===== config.mk =====
export PLATFORM = sky130hd
export DESIGN_NAME = pipe_ctrl_n
export DESIGN_NICKNAME = d
export VERILOG_FILES = /design/src/rtl/pipe_ctrl_n.sv
export SDC_FILE = /design/constraint.sdc
export NUM_CORES = 1
export LEC_CHECK = 0
export ABC_CLOCK_PERIOD_IN_PS = 4700
export CAP_MARGIN = 20
export CORE_ASPECT_RATIO = 1.1
export CORE_MARGIN = 5
export CORE_UTILIZATION = 44
export DETAILED_ROUTE_END_ITERATION = 6
export PLACE_DENSITY = 0.89
export SLEW_MARGIN = 15
export SYNTH_ARGS = -nofsm -noshare
export SYNTH_HDL_FRONTEND = slang
export SYNTH_SLANG_ARGS = --single-unit

===== constraint.sdc =====
create_clock -name clk -period 4.7 [get_ports clk]
set_input_delay 0.94 -clock clk [delete_from_list [all_inputs] [get_ports clk]]
set_output_delay 0.94 -clock clk [all_outputs]
set_load 0.02 [all_outputs]

===== src/rtl/pipe_ctrl_n.sv =====
// rtl/pipe_ctrl_n.sv - pipeline stall/bubble arbiter, flush sequencer and stall watchdog (optional PIPE_CTRL_PERF_EN perf counters)
module pipe_ctrl_n #(
  parameter int NUM_STAGES = 6,
  parameter int PC_W       = 32,
  parameter int MAX_STALL  = 255,
  parameter int CNT_W      = 8
) (
  input  logic                  clk,
  input  logic                  rst,
  input  logic [NUM_STAGES-1:0] stallreq,
  input  logic                  flush_req,
  input  logic [PC_W-1:0]       flush_pc,
  output logic [NUM_STAGES-1:0] stall,
  output logic [NUM_STAGES-1:0] bubble,
  output logic [NUM_STAGES-1:0] flush,
  output logic                  new_pc_valid,
  output logic [PC_W-1:0]       new_pc,
  output logic                  stall_timeout
`ifdef PIPE_CTRL_PERF_EN
  ,
  output logic [31:0]           perf_stall_cycles,
  output logic [15:0]           perf_flushes
`endif
);

  typedef enum logic [1:0] {
    ST_RUN   = 2'd0,
    ST_STALL = 2'd1,
    ST_FLUSH = 2'd2
  } state_t;

  localparam logic [CNT_W-1:0] MAX_CNT = CNT_W'(MAX_STALL);

  state_t                  state_q, state_d;
  logic [PC_W-1:0]         new_pc_q, new_pc_d;
  logic [CNT_W-1:0]        cnt_q, cnt_d;
  logic                    timeout_q, timeout_d;
  logic [NUM_STAGES-1:0]   arb_stall;
  logic [NUM_STAGES-1:0]   arb_bubble;

  // Stall everything at or below the highest requester; bubble the register just above it
  always_comb begin
    logic acc;
    acc        = 1'b0;
    arb_stall  = '0;
    arb_bubble = '0;
    for (int j = NUM_STAGES - 1; j >= 0; j--) begin
      acc          = acc | stallreq[j];
      arb_stall[j] = acc;
    end
    for (int j = 1; j < NUM_STAGES; j++) begin
      arb_bubble[j] = arb_stall[j-1] & ~arb_stall[j];
    end
  end

  // Next-state and output decode; a pending flush discards work so stall/bubble stay low
  always_comb begin
    state_d      = state_q;
    stall        = '0;
    bubble       = '0;
    flush        = '0;
    new_pc_valid = 1'b0;
    case (state_q)
      ST_RUN: begin
        if (flush_req) begin
          state_d = ST_FLUSH;
        end else begin
          stall  = arb_stall;
          bubble = arb_bubble;
          if (|stallreq) state_d = ST_STALL;
        end
      end
      ST_STALL: begin
        if (flush_req) begin
          state_d = ST_FLUSH;
        end else begin
          stall  = arb_stall;
          bubble = arb_bubble;
          if (~|stallreq) state_d = ST_RUN;
        end
      end
      ST_FLUSH: begin
        flush        = '1;
        new_pc_valid = 1'b1;
        if (flush_req)      state_d = ST_FLUSH;
        else if (|stallreq) state_d = ST_STALL;
        else                state_d = ST_RUN;
      end
      default: state_d = ST_RUN;
    endcase
    if (rst) begin
      stall        = '0;
      bubble       = '0;
      flush        = '0;
      new_pc_valid = 1'b0;
    end
  end

  // Redirect PC capture and watchdog next-state; FLUSH entry clears counter and flag first
  always_comb begin
    new_pc_d  = flush_req ? flush_pc : new_pc_q;
    cnt_d     = cnt_q;
    timeout_d = timeout_q;
    if (state_d == ST_FLUSH) begin
      cnt_d     = '0;
      timeout_d = 1'b0;
    end else if (|stall) begin
      cnt_d = (cnt_q >= MAX_CNT) ? MAX_CNT : cnt_q + CNT_W'(1);
      if (cnt_d == MAX_CNT) timeout_d = 1'b1;
    end else begin
      cnt_d = '0;
    end
  end

  // State, redirect PC and watchdog registers
  always_ff @(posedge clk or posedge rst) begin
    if (rst) begin
      state_q   <= ST_RUN;
      new_pc_q  <= '0;
      cnt_q     <= '0;
      timeout_q <= 1'b0;
    end else begin
      state_q   <= state_d;
      new_pc_q  <= new_pc_d;
      cnt_q     <= cnt_d;
      timeout_q <= timeout_d;
    end
  end

  assign new_pc        = new_pc_q;
  assign stall_timeout = timeout_q;

`ifdef PIPE_CTRL_PERF_EN
  logic [31:0] perf_stall_q;
  logic [15:0] perf_flush_q;

  // Free-running performance counters, wrap naturally, cleared only by reset
  always_ff @(posedge clk or posedge rst) begin
    if (rst) begin
      perf_stall_q <= '0;
      perf_flush_q <= '0;
    end else begin
      if (|stall)               perf_stall_q <= perf_stall_q + 32'd1;
      if (state_q == ST_FLUSH)  perf_flush_q <= perf_flush_q + 16'd1;
    end
  end

  assign perf_stall_cycles = perf_stall_q;
  assign perf_flushes      = perf_flush_q;
`endif

endmodule


==> results.py <==
metrics = {
    "outcome": {
        "status": "complete, no violations",
    },
    "pwr": {
        "p_per_area_nw_per_um2": 289,
        "max-vdd-ir-drop_uv": 207,
        "p_leak_nw": 1.21,
    },
    "clock_network": {
        "path_clk_slew_ps": 80,
        "cts_tree": "yes",
        "cts_setup_buffers": 0,
        "htreeDepth": 2,
        "clockBufferDepth": 2,
        "clock_latency_ps": 290,
        "cts-root-buf": "clkbuf_8",
        "hold_buffers": 0,
        "cts_resized": 0,
        "cts.sinks": 43,
        "cts_buffers": 5,
    },
    "synth": {
        "ys_seq_elements": 43,
        "syn_inst": 158,
        "avgSynthCellArea_um2": 12.3,
        "synth_edf_count": 0,
        "syn_area_um2": 1940,
        "yosys_warnings": 0,
        "synth-seq-area-share": 0.555,
        "synthesis.nets": 200,
        "async_flop_share": 1.00,
        "synth-main-ff-cell": "dfrtp_1",
        "yosysUniqueCellTypes": 37,
    },
    "timing": {
        "finalClockSkew_ps": 4.89,
        "finalHoldViolations": 0,
        "finalSetupViolations": 0,
        "holdWs_ps": 490,
        "max_slew_margin": 0.550,
        "min_period_ps": 3780,
        "tns_ps": 0,
        "setup_ws_ps": 917,
        "slew_viol_final": 0,
        "fin_crit_sh": 0.805,
        "rsz0062_at_grt": "no",
        "fmax_mhz": 264,
        "worst_pin_slew_ps": 673,
    },
    "global_routing": {
        "grt_max_degree": 36,
        "overflow": 0,
        "grt_pass1_vias": 1663,
        "grtUsageTotal": 0.167,
        "grt_pass1_wl_mm": 7.60,
        "antenna_found_initial": 0,
    },
    "drt": {
        "wl_per_cell_um": 15.2,
        "routed_wl_mm": 4.58,
        "first_pass_iters": 4,
        "drt_iter0_drc": 37,
        "drc": 0,
        "num_vias": 1519,
        "vias_per_cell": 5.03,
        "ant_nets": 0,
    },
    "cells_and_area": {
        "final_common_cell": "clkdlybuf4s50_1",
        "seqCellArea_um2": 1080,
        "syn2layout_area_growth_pct": 51.9,
        "final_nets": 289,
        "utilization": 0.687,
        "layout_common_cells": "91 x clkdlybuf4s50_1, 43 x dfrtp_1, 32 x mux2_2",
        "multi_input_area_um2": 764,
        "num_antenna_cells": 0,
        "drive_gt1_frac": 0.198,
        "n_fill_cell": 337,
    },
    "placement": {
        "portBuffers": 91,
        "dpl.hpwl_mm": 3.52,
        "preCtsSetupSlack_ps": 918,
        "place_congestion": 0.840,
    },
    "hold_path": {
        "min_path_type": "reg -> reg",
    },
    "worst_setup_path": {
        "path_cells": "clkdlybuf4s50_1 -> or3_1 -> nor3b_1 -> clkdlybuf4s50_1",
        "crit_path_max_fanout": 6,
        "critPathLaunchType": "input pin",
        "cp.arrival_ps": 2840,
        "end_kind": "output pin",
        "crit_slowest_cell": "clkdlybuf4s50_1",
        "crit_buf_inv": 2,
        "critPathTopFamily": "buffers and inverters",
        "crit_path_frequent_cell": "clkdlybuf4s50_1",
        "cpPeakStageDelay_ps": 630,
        "critPathRequiredTime_ps": 3760,
        "path_class": "in -> out",
    },
    "floorplanning": {
        "start_util": 0.453,
        "die_area_um2": 5840,
        "core_area_um2": 4290,
        "io_pins": 93,
        "die_w_um": 73.3,
        "rows": 25,
        "dieHeight_um": 79.6,
    },
    "run": {
        "maxCapViolCount": 0,
    },
}
per-layer routing:
layer,GRT usage,up-vias,wire length [µm]
met2,0.289,68,2330
met3,0.0844,2,539
met4,0.0290,0,6
li1,-,719,-
met1,0.183,730,1710
met5,0,-,0
report_power, final:
| part | switching (mW) | internal, mW | leakage (nW) | total, mW |
|---|---|---|---|---|
| sequential | 0.0160 | 0.399 | 0.524 | 0.415 |
| combinational | 0.0909 | 0.114 | 0.641 | 0.205 |
| clock | 0.126 | 0.104 | 0.0412 | 0.230 |
final timing paths:
| check | to | cells past startpoint | start | slack, ps |
|---|---|---|---|---|
| max reg2reg | stall_timeout | 6 | cnt_q[0] | 3010 |
| min | stall_timeout | 2 | stall_timeout | 490 |
| min in group asynchronous | new_pc[3] | 2 | rst | 990 |
| max in group asynchronous | new_pc[23] | 3 | rst | 3010 |
| min reg2reg | stall_timeout | 2 | stall_timeout | 490 |
| max | bubble[5] | 4 | flush_req | 920 |
flip-flops by register name, indices dropped and copies added, names as in the netlist:
signal,count
new_pc,32
cnt_q,8
state_q,2
stall_timeout,1
worst register-to-register path: stages (launching register included):
cell	delay (ps)
dfrtp_1	390
ha_1	250
nand4_1	170
nor2_1	120
o21ai_0	110
a211o_1	250
o41ai_2	310
layout make-up:
type / instances / share of cell area
well taps: 54 / 0.0229
inverters: 5 / 0.00637
clock inverters: 2 / 0.00425
repair buffers: 94 / 0.317
clock buffers: 6 / 0.0246
flip-flops and latches: 43 / 0.365
multi-input cells: 98 / 0.260
stage by stage:
step                instances  total power, mW  area, µm²
floorplan                 158            0.516       1940
global placement          294            0.624       2860
CTS                       302            0.860       2950
global route              302            0.897       2950
detailed placement        294            0.630       2860
finish                    302            0.850       2950
synthesized netlist by cell type, types with 2 or more instances:
cell | n | area [µm²]
nor3_1 | 3 | 15.0
nand3_1 | 2 | 10.0
nand2b_1 | 2 | 12.5
mux2_2 | 32 | 360
nor3b_1 | 2 | 15.0
dfrtp_1 | 43 | 1080
nand2_1 | 7 | 26.3
o21ai_0 | 2 | 10.0
nor2_1 | 15 | 56.3
and2_1 | 2 | 12.5
buf_1 | 3 | 11.3
buf_4 | 7 | 52.6
xnor2_1 | 2 | 17.5
inv_1 | 5 | 18.8
a21oi_1 | 3 | 15.0
a211oi_1 | 3 | 22.5
and3_1 | 5 | 31.3
logic make-up after synthesis:
| group | synth area share |
|---|---|
| buffers and inverters | 0.0510 |
| other | 0.00193 |
| AND/OR/NAND/NOR | 0.126 |
| XOR/XNOR | 0.0136 |
| adder cells (fa/ha/maj) | 0.00645 |
| AO/OA/AOI/OAI | 0.0607 |
| multiplexers | 0.186 |
| flip-flops | 0.555 |
Note: power is estimated with default switching activity, not from simulation.
